## src/rtl/ll_cmd_seq.sv

```systemverilog
// ----------------------------------------------------------------------------
// ll_cmd_seq
//
// Scripted command player for the linked_list block. A small script memory
// holds DEPTH entries of {cmd[2:0], data[7:0]}. On start, the entries are
// replayed one by one onto the linked_list switch bus. Each entry follows the
// same cadence:
//   FETCH (1 cycle)            sw_out = 0
//   SETUP (SETUP_CYCLES)       sw_out = {000, 5'b0, data}
//   HOLD  (HOLD_CYCLES)        sw_out = {cmd, 5'b0, data}
//   GAP   (GAP_CYCLES)         sw_out = {000, 5'b0, data}
// A cmd of 000 marks the end of the script. Rising edges on the overflow and
// underflow flags coming back from linked_list are counted (saturating).
//
// Configuration macro:
//   LL_SEQ_LOOP_EN - when defined, the end marker or the end of the last
//                    entry wraps back to entry 0 instead of going to DONE.
//
// Ports:
//   clk, rst_n       clock, asynchronous active-low reset
//   start            level-sampled; starts playback from entry 0 (IDLE/DONE)
//   abort            return to IDLE on the next edge; counters and ptr held
//   load_we          script write strobe (accepted only in IDLE/DONE)
//   load_addr        script write address
//   load_data        script write data {cmd[2:0], data[7:0]}
//   flags            [0] overflow, [1] underflow from linked_list.led
//   sw_out           {cmd[2:0], 5'b0, data[7:0]} to linked_list.sw
//   busy             high in FETCH, SETUP, HOLD, GAP
//   done             high in DONE
//   ptr              address of the entry being played
//   ovf_cnt, udf_cnt saturating rising-edge counts of flags[0] / flags[1]
// ----------------------------------------------------------------------------
module ll_cmd_seq #(
  parameter int DEPTH        = 16,
  parameter int SETUP_CYCLES = 4,
  parameter int HOLD_CYCLES  = 10,
  parameter int GAP_CYCLES   = 20
) (
  input  logic                     clk,
  input  logic                     rst_n,
  input  logic                     start,
  input  logic                     abort,
  input  logic                     load_we,
  input  logic [$clog2(DEPTH)-1:0] load_addr,
  input  logic [10:0]              load_data,
  input  logic [1:0]               flags,
  output logic [15:0]              sw_out,
  output logic                     busy,
  output logic                     done,
  output logic [$clog2(DEPTH)-1:0] ptr,
  output logic [7:0]               ovf_cnt,
  output logic [7:0]               udf_cnt
);

  localparam int AW = $clog2(DEPTH);

  localparam int MAX_SH  = (SETUP_CYCLES > HOLD_CYCLES) ? SETUP_CYCLES : HOLD_CYCLES;
  localparam int MAX_CYC = (MAX_SH > GAP_CYCLES) ? MAX_SH : GAP_CYCLES;
  localparam int CW      = $clog2(MAX_CYC + 1);

  // The down-counter is loaded with N-1 on state entry and the state ends
  // when it reaches zero, giving exactly N cycles in the state.
  localparam logic [CW-1:0] SETUP_LD = CW'(SETUP_CYCLES - 1);
  localparam logic [CW-1:0] HOLD_LD  = CW'(HOLD_CYCLES - 1);
  localparam logic [CW-1:0] GAP_LD   = CW'(GAP_CYCLES - 1);
  localparam logic [AW-1:0] LAST_PTR = AW'(DEPTH - 1);

  typedef enum logic [2:0] {
    S_IDLE,
    S_FETCH,
    S_SETUP,
    S_HOLD,
    S_GAP,
    S_DONE
  } state_e;

  state_e          state_q, state_d;
  logic [CW-1:0]   cnt_q,   cnt_d;
  logic [AW-1:0]   ptr_q,   ptr_d;
  logic [10:0]     entry_q, entry_d;
  logic [1:0]      flags_q;
  logic [7:0]      ovf_q,   ovf_d;
  logic [7:0]      udf_q,   udf_d;

  logic [10:0]     mem [DEPTH];
  logic [10:0]     rd_q;

  logic            idle_like;
  logic            wr_en;
  logic [1:0]      flag_rise;

  assign idle_like = (state_q == S_IDLE) || (state_q == S_DONE);
  assign wr_en     = load_we && idle_like && !abort;
  assign flag_rise = flags & ~flags_q;

  // --------------------------------------------------------------------------
  // Script memory. The read address is the *next* ptr, so the registered read
  // data is valid throughout the FETCH cycle. A write to the address being
  // read is forwarded so that load_we + start in one cycle plays the new word.
  // NOTE: the memory array and its read register carry no reset; a reset on
  // a RAM array prevents block-RAM inference and buys nothing, since every
  // location is written before it is meaningful.
  // --------------------------------------------------------------------------
  always_ff @(posedge clk) begin
    if (wr_en) begin
      mem[load_addr] <= load_data;
    end
    rd_q <= (wr_en && (load_addr == ptr_d)) ? load_data : mem[ptr_d];
  end

  // --------------------------------------------------------------------------
  // State registers.
  // NOTE: sequential state is always updated with non-blocking (<=)
  // assignments so every flop samples the pre-edge values; combinational
  // blocks use blocking (=) assignments.
  // --------------------------------------------------------------------------
  always_ff @(posedge clk or negedge rst_n) begin
    if (!rst_n) begin
      state_q <= S_IDLE;
      cnt_q   <= '0;
      ptr_q   <= '0;
      entry_q <= '0;
      flags_q <= '0;
      ovf_q   <= '0;
      udf_q   <= '0;
    end else begin
      state_q <= state_d;
      cnt_q   <= cnt_d;
      ptr_q   <= ptr_d;
      entry_q <= entry_d;
      flags_q <= flags;
      ovf_q   <= ovf_d;
      udf_q   <= udf_d;
    end
  end

  // --------------------------------------------------------------------------
  // Next-state logic.
  // NOTE: every signal driven here gets a default first, so no path through
  // the case statement can leave one unassigned and infer a latch.
  // --------------------------------------------------------------------------
  always_comb begin
    state_d = state_q;
    cnt_d   = cnt_q;
    ptr_d   = ptr_q;
    entry_d = entry_q;
    ovf_d   = ovf_q;
    udf_d   = udf_q;

    // Flag rises count in every state except IDLE, saturating at 255.
    if (state_q != S_IDLE) begin
      if (flag_rise[0] && (ovf_q != 8'hFF)) ovf_d = ovf_q + 8'd1;
      if (flag_rise[1] && (udf_q != 8'hFF)) udf_d = udf_q + 8'd1;
    end

    if (abort) begin
      state_d = S_IDLE;
    end else begin
      unique case (state_q)
        S_IDLE, S_DONE: begin
          if (start) begin
            state_d = S_FETCH;
            ptr_d   = '0;
            ovf_d   = '0;
            udf_d   = '0;
          end
        end

        S_FETCH: begin
          if (rd_q[10:8] == 3'b000) begin
`ifdef LL_SEQ_LOOP_EN
            state_d = S_FETCH;
            ptr_d   = '0;
`else
            state_d = S_DONE;
`endif
          end else begin
            entry_d = rd_q;
            state_d = S_SETUP;
            cnt_d   = SETUP_LD;
          end
        end

        S_SETUP: begin
          if (cnt_q == '0) begin
            state_d = S_HOLD;
            cnt_d   = HOLD_LD;
          end else begin
            cnt_d = cnt_q - 1'b1;
          end
        end

        S_HOLD: begin
          if (cnt_q == '0) begin
            state_d = S_GAP;
            cnt_d   = GAP_LD;
          end else begin
            cnt_d = cnt_q - 1'b1;
          end
        end

        S_GAP: begin
          if (cnt_q == '0) begin
            if (ptr_q == LAST_PTR) begin
`ifdef LL_SEQ_LOOP_EN
              state_d = S_FETCH;
              ptr_d   = '0;
`else
              state_d = S_DONE;
`endif
            end else begin
              state_d = S_FETCH;
              ptr_d   = ptr_q + 1'b1;
            end
          end else begin
            cnt_d = cnt_q - 1'b1;
          end
        end

        default: state_d = S_IDLE;
      endcase
    end
  end

  // --------------------------------------------------------------------------
  // Outputs (Moore, decoded from the state register).
  // --------------------------------------------------------------------------
  always_comb begin
    sw_out = 16'h0000;
    unique case (state_q)
      S_SETUP, S_GAP: sw_out = {3'b000, 5'b0, entry_q[7:0]};
      S_HOLD:         sw_out = {entry_q[10:8], 5'b0, entry_q[7:0]};
      default:        sw_out = 16'h0000;
    endcase
  end

  assign busy    = (state_q == S_FETCH) || (state_q == S_SETUP) ||
                   (state_q == S_HOLD)  || (state_q == S_GAP);
  assign done    = (state_q == S_DONE);
  assign ptr     = ptr_q;
  assign ovf_cnt = ovf_q;
  assign udf_cnt = udf_q;

endmodule

```

## config.mk

```make
export PLATFORM = sky130hd
export DESIGN_NAME = ll_cmd_seq
export DESIGN_NICKNAME = d
export VERILOG_FILES = /design/src/rtl/ll_cmd_seq.sv
export SDC_FILE = /design/constraint.sdc
export NUM_CORES = 1
export LEC_CHECK = 0
export BUFFER_PORTS_ARGS = -buffer_cell sky130_fd_sc_hd__buf_4
export CAP_MARGIN = 20
export CORE_ASPECT_RATIO = 0.8
export CORE_MARGIN = 4
export CORE_UTILIZATION = 30
export CTS_BUF_LIST = sky130_fd_sc_hd__clkbuf_4
export CTS_CLUSTER_DIAMETER = 100
export DETAILED_ROUTE_END_ITERATION = 6
export PLACE_DENSITY = 0.44
export SETUP_SLACK_MARGIN = 0.05
export SYNTH_ARGS = -nofsm -noshare
export SYNTH_HDL_FRONTEND = slang
export SYNTH_SLANG_ARGS = --single-unit
```

## constraint.sdc

```tcl
create_clock -name clk -period 2.4 [get_ports clk]
set_input_delay 0.24 -clock clk [delete_from_list [all_inputs] [get_ports clk]]
set_output_delay 0.24 -clock clk [all_outputs]
set_load 0.02 [all_outputs]
```

## After elaboration in Yosys (flattened, before gate mapping)

Memories as Yosys holds them, arrays and structs flattened. A register that Yosys moved wholly into a read port is not among the register bits.
Index checks and enable logic that the tools add are counted.

| cells by class | value |
|---|---|
| $add $sub $neg | 4 |
| equality and inequality tests | 14 |
| multiplexer cells | 31 |
| bitwise operators | 4 |
| reductions and logical operators | 19 |

Operators with widths:

| cell | count |
|---|---|
| 8-bit 2-to-1 mux | 10 |
| 16-bit case mux with 2 select lines | 1 |
| 3-bit 2-to-1 mux | 7 |
| 5-bit 2-to-1 mux | 4 |
| 5-bit case mux with 4 select lines | 1 |
| 8-bit by 1-bit adder with 8-bit output (second input constant) | 2 |
| 4-bit 2-to-1 mux | 4 |
| 8-bit != test (second input constant) | 2 |
| 3-bit case mux with 5 select lines | 1 |
| 3-bit != test (second input constant) | 4 |
| 4-bit case mux with 2 select lines | 1 |
| 4-bit AND reduction | 2 |
| 3-bit by 2-bit == test with 1-bit output (second input constant) | 2 |
| 3-bit == test (second input constant) | 2 |
| 3-bit logical NOT | 2 |
| 5-bit logical NOT | 1 |
| 5-bit by 1-bit subtractor with 5-bit output (second input constant) | 1 |
| 4-bit by 1-bit adder with 4-bit output (second input constant) | 1 |
| 4-bit == test (second input constant) | 1 |
| 1-bit logical AND | 4 |
| 1-bit logical OR | 4 |
| 2-bit != test (second input constant) | 2 |
| 4-bit nonzero test | 1 |
| 2-bit OR reduction | 2 |
| 8 further kinds | 10 |

| storage, ports and cells | value |
|---|---|
| register bits after elaboration | 41 |
| RAM bits | 176 |
| input port bits | 22 |
| logic and storage cells | 80 |
| memories kept | 1 |

Memory list:

| memory | depth | width | read ports | clocked after memory_dff | write ports | RTL line | text |
|---|---|---|---|---|---|---|---|
| mem | 16 | 11 | 1 | 1 | 1 | 85 | `logic [10:0] mem [DEPTH];` |

## Logic depth before layout (Yosys ltp)

Gate-level depths: netlist of the first run.

| depth | value |
|---|---|
| depth after elaboration | 8 |
| mapped depth | 8 |
| gate-level depth less buffers | 7 |

## Worst setup path before layout of the first run

No wires, ideal clock.

| timing path | value |
|---|---|
| kind | register -> register |
| from | reg state_q[2] |
| to | mem mem[0][0] (enable) |
| data arrival time | 2050 ps |
| setup slack | -43 ps |
| stages on the path, launching flop included | 6 |
| buffers on the path | 1 |
| clock period less this slack | 2443 ps |
| path through | dfrtp_1 -> clkbuf_1 -> xnor2_1 -> nand3_1 -> or3_1 -> nor3_1 |

| on the way | value |
|---|---|
| cells in the longest elaborated chain, start to end | 6 |
| elaborated cells between the ends (all ways) | 7 |

RTL lines:

| item | RTL line | text |
|---|---|---|
| start, declared | 77 | `state_e state_q, state_d;` |
| start signal, assigned | 127 | `state_q <= state_d;` |
| 3-bit == test or 3-bit logical NOT (tied branches) | 92 | `assign idle_like = (state_q == S_IDLE) \|\| (state_q == S_DONE);` |
| 1-bit logical OR * | 92 |  |
| 1-bit logical AND * (2 in a row) | 93 | `assign wr_en = load_we && idle_like && !abort;` |
| 1-bit 2-to-1 mux * | 105 | `if (wr_en) begin` |
| 1-bit 2-to-1 mux (implied by the code) * | 106 | `mem[load_addr] <= load_data;` |
| end, declared | 85 |  |

Mark *: on every way between the ends. The rest lies on a longest branch, timed or not.

==> results by group, run 1 <==
Timing
  – Slew Limit Headroom: 0.471
  – Unrepaired setup endpoints after global routing: true
  – Tmin final: 2360 ps
  – Setup_tns: 0 ps
  – Fin. Hold Viols: 0
  – Final Skew: 39.8 ps
  – # setup viols final: 0
  – Final period util: 0.984
  – Worst-margin pin slew: 792 ps
  – Max-slew violation count: 0
  – Max Fclk: 0.423 GHz

Power
  – Sw power: 2.18 mW
  – Gate power share: 0.132
  – Sequential power share: 0.507
  – Overall power: 8.85 mW
  – Leakage power: 4.16 nW
  – Pint: 6.67 mW
  – Net Sw Frac: 0.246
  – Clock share of power: 0.361
  – Power Dens Cells: 750 nW/um^2
  – Peak supply drop: 0.300 mV

Layout
  – Final #Nets: 754
  – Commonest non-fill, non-tap cell in the layout: edfxtp_1
  – Commonest non-fill, non-tap cells in the layout: edfxtp_1 (176), clkbuf_4 (89), buf_4 (79), nor2_1 (48), dfrtp_1 (41)
  – # fillers: 2880
  – Multi-input combinational cell area: 2830 um^2
  – Area Growth Syn to Fin: 27.7%
  – Finished Cell Area: 11800 um^2
  – Util after Layout: 0.388
  – Share of cells above drive strength 1: 0.368
  – Register area: 6390 um^2

Worst hold path
  – Worst Hold Launch: load_addr[1]
  – Hold WC Path Type: in2reg

Run status
  – Outcome: complete, no violations

Detailed routing
  – Drt drc: 0
  – Iter 0 DRT Violations: 349
  – Post-route ant nets: 0
  – Final WL: 22500 um
  – First-pass DRT Iterations: 6
  – Drt wl/cell: 19.0 um
  – Via-per-instance ratio: 4.75
  – Vias after detailed routing: 5620

Yosys
  – Top FF cell, synth: edfxtp_1
  – Yosys warns: 0
  – Syn Inst Count: 571
  – Seq cells post-synth: 221
  – Netlist cell types: 57
  – Asr flop ratio synth: 0.186
  – Post-synth EDFFs: 176
  – Sequential share of the synthesized area: 0.692
  – Mapped Area: 9240 um^2
  – Avg Inst Size Synth: 16.2 um^2

Critical path
  – Crit Path Class: reg2reg
  – CP Data Arrival Time: 2880 ps
  – Critical path endpoint category: register
  – Required time of the critical path: 2920 ps
  – CP Max Fanout: 8
  – Worst setup SP type: register

Floorplanning
  – Core area: 30400 um^2
  – Io pins: 60
  – Cell Rows: 57
  – Initial Util: 0.304
  – Die ar.: 33700 um^2
  – Chip height: 165 um
  – Die width: 204 um

Placement
  – Dpl cell area: 10600 um^2
  – Port bufs: 54
  – Placer Congestion: 0.786
  – Post-DP HPWL: 14100 um

CTS
  – Htree depth: 2
  – # clock sinks: 221
  – Root buffer cell: clkbuf_4
  – TritonCTS clock tree: yes
  – Clock latency on the worst-skew pair: 660 ps
  – TritonCTS buffer count: 57
  – CTS max path bufs: 3
  – Clk slew on worst S/H paths: 70 ps

Global route
  – GRT Overall Usage: 0.134
  – Vias in the first global route: 5807
  – First-pass GRT wire length: 34100 um
  – Gr ovfl total: 0
  – Antenna violations before repair: 1
  – Largest net degree at the start of global routing: 42

Job
  – # Max-Cap Violations: 0
path summary, 6_finish.rpt:
check                              to  slack [ps]  cells after the start
max in group asynchronous  entry_q[1]        1850                      2
max reg2reg                entry_q[3]          40                      8
min                        mem[8][10]         110                      3
min in group asynchronous  udf_cnt[4]         130                      2
max                        entry_q[3]          40                      8
min reg2reg                entry_q[7]         500                      1
through the flow:
step	setup slack, ps	hold slack, ps	std cells
global route	-49.1	26.8	1182
finish	37.3	112	1182
detailed placement	-70.6	286	1056
floorplan	64.7	-55.6	575
CTS	16.1	14.9	1177
global placement	-61.4	276	1056
worst max-delay path, cell delays in order (launching register included):
cell and delay [ps]:
dfxtp_2 360, buf_6 130, buf_6 120, mux4_2 510
a22oi_2 190, nand2_2 110, o31ai_4 290, buf_12 180
mux2_2 330
power by group through the flow:
stage	clock network, mW	registers [mW]	logic (mW)
final	3.19	4.48	1.17
after global routing	3.59	4.51	1.30
after CTS	3.34	4.47	1.07
after detailed placement	0	4.55	0.997
after global placement	0	4.55	0.971
after floorplan	0	4.54	0.580
cell families after synthesis:
group / after synthesis / share of synthesized area
flip-flops: 221 / 0.692
AND/OR/NAND/NOR: 154 / 0.0854
AO/OA/AOI/OAI: 73 / 0.0534
multiplexers: 62 / 0.130
buffers and inverters: 43 / 0.0215
XOR/XNOR: 13 / 0.0123
adder cells (fa/ha/maj): 4 / 0.00542
other: 1 / 0.000406
metal layers:
| metal | share of wire | GRT usage | wire length (um) | vias up |
|---|---|---|---|---|
| li1 | - | - | - | 2575 |
| met3 | 0.056 | 0.0336 | 1260 | 23 |
| met4 | 0.011 | 0.0374 | 253 | 0 |
| met1 | 0.47 | 0.188 | 10500 | 2882 |
| met5 | 0 | 0 | 0 | - |
| met2 | 0.47 | 0.207 | 10500 | 140 |
state kept, by name, summed over array words and instances (netlist names), named ones only:
signal and flops:
ptr 4, ovf_cnt 8, udf_cnt 8, entry_q 11, flags_q 2, cnt_q 5, state_q 3, mem 176
synth_stat cells (all sizes together) (4+ instances only):
cell / n / area share
nand2b: 5 / 0.0034
clkbuf: 22 / 0.0089
a211oi: 9 / 0.0073
a22oi: 7 / 0.0057
nand3: 15 / 0.0081
xnor2: 11 / 0.010
dfxtp: 4 / 0.0087
a21oi: 21 / 0.011
nor2b: 22 / 0.015
inv: 10 / 0.0041
and3: 4 / 0.0027
mux2i: 10 / 0.011
a31oi: 4 / 0.0027
or3: 7 / 0.0047
nor3: 15 / 0.0081
edfxtp: 176 / 0.57
o21ai: 13 / 0.0070
mux4: 44 / 0.11
ha: 4 / 0.0054
nand2: 19 / 0.0083
dfrtp: 41 / 0.11
mux2: 8 / 0.0097
nor2: 50 / 0.020
buf: 11 / 0.0085
area by class of cell:
cell class / instances / share of cell area
diodes: 1 / 0.000212
clock buffers: 89 / 0.0566
clock inverters: 10 / 0.00573
inverters: 10 / 0.00318
multi-input cells: 311 / 0.240
flip-flops and latches: 221 / 0.542
well taps: 413 / 0.0438
repair buffers: 127 / 0.109
repair_timing:
action                                 in CTS  in global routing
pin swaps                                   3                  5
setup endpoints to repair                  20                 25
resized for setup                          19                 33
cloned                                      0                  1
hold buffers                               16                  0
endpoints found under the hold margin     226                  0
buffers inserted                            6                  3
Power figures use the tool's default switching activity.
==> run 2: changes to the inputs <==
--- a/config.mk
+++ b/config.mk
@@ -9,12 +9,12 @@
 export CAP_MARGIN = 20
 export CORE_ASPECT_RATIO = 0.8
 export CORE_MARGIN = 4
-export CORE_UTILIZATION = 30
+export CORE_UTILIZATION = 55
 export CTS_BUF_LIST = sky130_fd_sc_hd__clkbuf_4
 export CTS_CLUSTER_DIAMETER = 100
 export DETAILED_ROUTE_END_ITERATION = 6
-export PLACE_DENSITY = 0.44
-export SETUP_SLACK_MARGIN = 0.05
+export PLACE_DENSITY = 0.73
+export SETUP_SLACK_MARGIN = 0.15
 export SYNTH_ARGS = -nofsm -noshare
 export SYNTH_HDL_FRONTEND = slang
 export SYNTH_SLANG_ARGS = --single-unit
==> run 2 against run 1 <==
- clock power barely moved
- largest cell class unchanged
- critical path depth did not move
- final cell count fell by 16%
- critical path type unchanged
- global-route usage rose by 8.3 points
==> results by group, run 2 (synthesis gave the netlist of run 1 again) <==
Run status
  – Outcome: complete, no violations

Critical path
  – FF-to-FF End: entry_q[1]
  – Crit-path leading delay family: multiplexers
  – WP depth: 8
  – Slowest-stage cell, CP: mux4_2
  – Worst R2R Setup Slack: 70 ps
  – Buf/Inv on CP: 3
  – CP Max Fanout: 8
  – CP Data Arrival Time: 2860 ps
  – Crit Path Class: reg2reg
  – Required time of the critical path: 2930 ps
  – Worst setup SP type: register
  – CP peak stage delay: 510 ps
  – Critical path endpoint category: register
  – Reg2reg path depth: 8
  – CP Cell Sequence: buf_16 -> buf_6 -> mux4_2 -> a22oi_2 -> nand2_2 -> o31ai_4 -> buf_12 -> mux2_2

Timing
  – Worst hold slack: 107 ps
  – Setup_tns: 0 ps
  – Worst-margin pin slew: 768 ps
  – Unrepaired setup endpoints after global routing: true
  – Final period util: 0.971
  – Fin. Hold Viols: 0
  – Slew Limit Headroom: 0.487
  – Tmin final: 2330 ps
  – Max-slew violation count: 0
  – Max Fclk: 0.429 GHz
  – # setup viols final: 0
  – Final Skew: 25.0 ps

Layout
  – Area Growth Syn to Fin: 24.4%
  – Final #Nets: 755
  – Share of cells above drive strength 1: 0.384
  – Post-Layout Cell Count: 995
  – Top reg by flops: mem
  – Largest regs: mem (176), entry_q (11)
  – Finished Cell Area: 11500 um^2
  – Max reg flops: 176
  – Commonest non-fill, non-tap cell in the layout: edfxtp_1
  – Commonest non-fill, non-tap cells in the layout: edfxtp_1 (176), buf_4 (91), clkbuf_4 (88), nor2_1 (48), mux4_2 (43)

Detailed routing
  – Post-route ant nets: 0
  – Final WL: 20600 um
  – First-pass DRT Iterations: 5
  – Drt wl/cell: 20.7 um
  – Iter 0 DRT Violations: 560
  – Drt drc: 0
  – Via-per-instance ratio: 5.75
  – Vias after detailed routing: 5723

Floorplanning
  – Io pins: 60
  – Cell Rows: 42
  – Initial Util: 0.560
  – Chip height: 124 um
  – Core area: 16500 um^2
  – Die width: 153 um
  – Die ar.: 19000 um^2

CTS
  – Clk slew on worst S/H paths: 70 ps
  – CTS max path bufs: 3
  – # clock sinks: 221
  – TritonCTS buffer count: 53
  – Htree depth: 2
  – TritonCTS clock tree: yes
  – Root buffer cell: clkbuf_4
  – Clock latency on the worst-skew pair: 640 ps

Power
  – Power Dens Cells: 768 nW/um^2
  – Leakage power: 4.16 nW
  – Peak supply drop: 0.412 mV

Worst hold path
  – Worst Hold Launch: start
  – Hold path endpoint: state_q[2]
  – Hold WC Path Type: in2reg
  – WHS Path Cells: 5

Global route
  – Antenna violations before repair: 2
  – GRT Overall Usage: 0.217
  – Largest net degree at the start of global routing: 42
  – Vias in the first global route: 5623
  – Gr ovfl total: 0
  – First-pass GRT wire length: 31300 um

Job
  – # Max-Cap Violations: 0

Placement
  – Port bufs: 54
  – Dpl cell area: 10200 um^2
  – DP Cell Count: 859
  – Post-DP HPWL: 12800 um
  – Placer Congestion: 0.879
==> run 2: final cells by class <==
type	instances	area, um^2
inverter	10	37.5
clock inverter	12	81.3
antenna	1	2.50
fill	1089	5010
sequential	221	6400
multi-input combinational	311	2840
tap	220	275
clock buffer	88	661
timing repair buffer	132	1200
==> run 2: worst max path at each step <==
stage | startpoint | to
final | register | entry_q[1]
after floorplan | register | entry_q[1]
after global placement | register | entry_q[4]
after CTS | register | cnt_q[1]
after global routing | register | entry_q[2]
after detailed placement | register | cnt_q[1]
==> run 2: tightest hold or removal path, cell delays in order <==
cell	delay [ps]
buf_4	130
nand2_1	60
nand2_1	60
o32a_1	150
o21ai_1	70
==> run 2: stage by stage <==
step	power (mW)	util	setup WS [ps]
floorplan	5.12	-	110
global placement	5.48	0.620	119
detailed placement	5.51	0.620	48.1
CTS	8.76	0.681	62.5
global route	9.27	0.697	9.78
finish	8.83	0.697	70.0
==> run 2: repair_timing <==
item	4_1_cts	5_1_grt
gates cloned	1	1
hold buffers	15	0
resized for setup	15	46
setup buffers	9	10
setup endpoints to repair	23	106
endpoints found under the hold margin	223	0
pin swaps	2	15
==> run 2: layer usage <==
layer	vias to the layer above	GRT usage	routed length, um
li1	2571	-	-
met1	2879	0.316	8740
met2	238	0.340	9860
met3	33	0.0462	1660
met4	2	0.0579	285
met5	-	0	12
==> run 2: power breakdown <==
part / switching [mW] / total [mW] / internal, mW
registers: 0.163 / 4.49 / 4.33
clock network: 1.43 / 3.19 / 1.77
logic: 0.591 / 1.15 / 0.561
==> run 3: changes to the inputs <==
==> constraint.sdc (replaced) <==
create_clock -name clk -period 2 [get_ports clk]
set_input_delay 0.2 -clock clk [delete_from_list [all_inputs] [get_ports clk]]
set_output_delay 0.2 -clock clk [all_outputs]
set_load 0.02 [all_outputs]
==> run 3 against run 2 <==
- the flow now finishes with violations (negative setup slack)
- largest power group unchanged
- worst hold slack got worse by 53 ps
- first-iteration DRC count decreased by 1.4%
- clock-buffer cell count decreased by 12
- sequential share of layout area decreased by 4.2 points
- critical path type unchanged
- sequential power increased by 20%
- via count increased by 7.1%
- highest routed layer is now met4
- non-clock buffer count increased by 54
- combinational power increased by 69%
- clock skew increased by 14 ps
- global-route usage increased by 1.4 points
==> results by group, run 3 (synthesis gave the netlist of run 1 again) <==
CTS
  – Htree depth: 2
  – CTS max path bufs: 3
  – Clock latency on the worst-skew pair: 680 ps
  – TritonCTS buffer count: 51
  – # clock sinks: 221
  – Root buffer cell: clkbuf_4
  – Clk slew on worst S/H paths: 80 ps
  – TritonCTS clock tree: yes

Global route
  – GRT Overall Usage: 0.230
  – Largest net degree at the start of global routing: 42
  – Antenna violations before repair: 0
  – First-pass GRT wire length: 33100 um
  – Gr ovfl total: 0
  – Vias in the first global route: 5965

Power
  – Pint: 7.90 mW
  – Power Dens Cells: 865 nW/um^2
  – Gate power share: 0.181
  – Sequential power share: 0.499
  – Clock share of power: 0.320
  – Leakage power: 4.49 nW
  – Peak supply drop: 0.580 mV
  – Sw power: 2.85 mW
  – Net Sw Frac: 0.265

Floorplanning
  – Core area: 16500 um^2
  – Initial Util: 0.560
  – Chip height: 124 um
  – Cell Rows: 42
  – Die ar.: 19000 um^2
  – Die width: 153 um
  – Io pins: 60

Timing
  – Unrepaired setup endpoints after global routing: true
  – Fin. Hold Viols: 0
  – Worst-margin pin slew: 523 ps
  – Setup_tns: -8680 ps
  – # setup viols final: 75
  – Tmin final: 2300 ps
  – Max-slew violation count: 0
  – Worst setup margin: -298 ps
  – Slew Limit Headroom: 0.652
  – Final period util: 1.15
  – Final Skew: 39.1 ps
  – Worst hold slack: 54.2 ps
  – Max Fclk: 0.435 GHz

Critical path
  – CP Max Fanout: 5
  – Slowest-stage cell, CP: mux4_2
  – CP Cell Sequence: buf_6 -> mux4_2 -> a22oi_2 -> nand2_2 -> buf_4 -> or3_4 -> a32o_1
  – Critical path endpoint category: register
  – CP Data Arrival Time: 2840 ps
  – CP peak stage delay: 510 ps
  – Required time of the critical path: 2540 ps
  – Buf/Inv on CP: 2
  – Worst setup SP type: register
  – Crit Path Class: reg2reg
  – Crit-path leading delay family: simple AND/OR/NAND/NOR gates

Layout
  – Area Growth Syn to Fin: 34.4%
  – Final #Nets: 808
  – Inserted Diodes: 0
  – Post-Layout Cell Count: 1038
  – Commonest non-fill, non-tap cell in the layout: edfxtp_1
  – Finished Cell Area: 12400 um^2
  – Max reg flops: 176
  – # fillers: 973
  – Top reg by flops: mem
  – Commonest non-fill, non-tap cells in the layout: edfxtp_1 (176), buf_4 (105), clkbuf_4 (76), mux4_2 (44), buf_6 (42)
  – Largest regs: mem (176), entry_q (11)
  – Share of cells above drive strength 1: 0.467

Detailed routing
  – Final WL: 22500 um
  – Vias after detailed routing: 6128
  – Drt wl/cell: 21.7 um
  – First-pass DRT Iterations: 5
  – Post-route ant nets: 0
  – Via-per-instance ratio: 5.90
  – Iter 0 DRT Violations: 552
  – Drt drc: 0

Placement
  – Dpl cell area: 10600 um^2
  – DP Cell Count: 886
  – Port bufs: 54
  – Post-DP HPWL: 13100 um
  – Placer Congestion: 0.850

Worst hold path
  – Hold WC Path Type: in2reg

Job
  – # Max-Cap Violations: 0

Run status
  – Outcome: finished, violations left
  – Violated checks: negative setup slack
==> run 3: power groups by stage <==
stage                     Sequential (mW)  Clock (mW)  Combinational (mW)
after global routing                 5.39        3.78                2.05
after floorplan                      5.44           0               0.715
after detailed placement             5.43           0                1.30
after CTS                            5.35        3.48                1.71
after global placement               5.42           0                1.26
final                                5.37        3.44                1.94
==> run 3: cell type report <==
type,count,area (um^2),share of cell area
Multi-Input combinational cell,312,3200,0.258
Clock inverter,13,53.8,0.00433
Tap cell,220,275,0.0222
Sequential cell,221,6390,0.515
Timing Repair Buffer,186,1890,0.152
Inverter,10,37.5,0.00302
Clock buffer,76,571,0.0459
==> run 3: metrics by stage <==
step / setup WS [ps] / total power, mW / utilization
2_1_floorplan: -298 / 6.16 / -
3_3_place_gp: -258 / 6.68 / 0.641
3_5_place_dp: -316 / 6.74 / 0.641
4_1_cts: -336 / 10.5 / 0.731
5_1_grt: -351 / 11.2 / 0.753
6_report: -298 / 10.7 / 0.753
==> run 3: final timing paths <==
kind | start | to | slack (ps) | cells after the start
hold / removal | start | state_q[2] | 50 | 5
hold reg to reg | entry_q[0] | entry_q[0] | 520 | 1
min in group asynchronous | rst_n | entry_q[10] | 60 | 2
setup reg to reg | register | state_q[1] | -300 | 7
setup / recovery | register | state_q[1] | -300 | 7
max in group asynchronous | rst_n | entry_q[6] | 1570 | 2
==> run 3: worst reg2reg max path: stages (launching register included) <==
cell     delay (ps)
dfxtp_2         370
buf_6           140
mux4_2          510
a22oi_2         210
nand2_2         120
buf_4           180
or3_4           420
a32o_1          220
==> run 3: layer usage <==
layer  share of wire  up-vias  global-route usage
met1            0.40     3075               0.314
met5               0        -                   0
met2            0.49      313               0.378
met3           0.081       54              0.0500
li1                -     2686                   -
met4           0.023        0              0.0768
==> run 3: repair_timing <==
item | in CTS | in global routing
setup buffers | 24 | 17
pin swaps | 22 | 21
setup endpoints to repair | 119 | 220
resized for setup | 115 | 44
hold buffers | 15 | 0
cloned | 4 | 3
endpoints found under the hold margin | 221 | 0
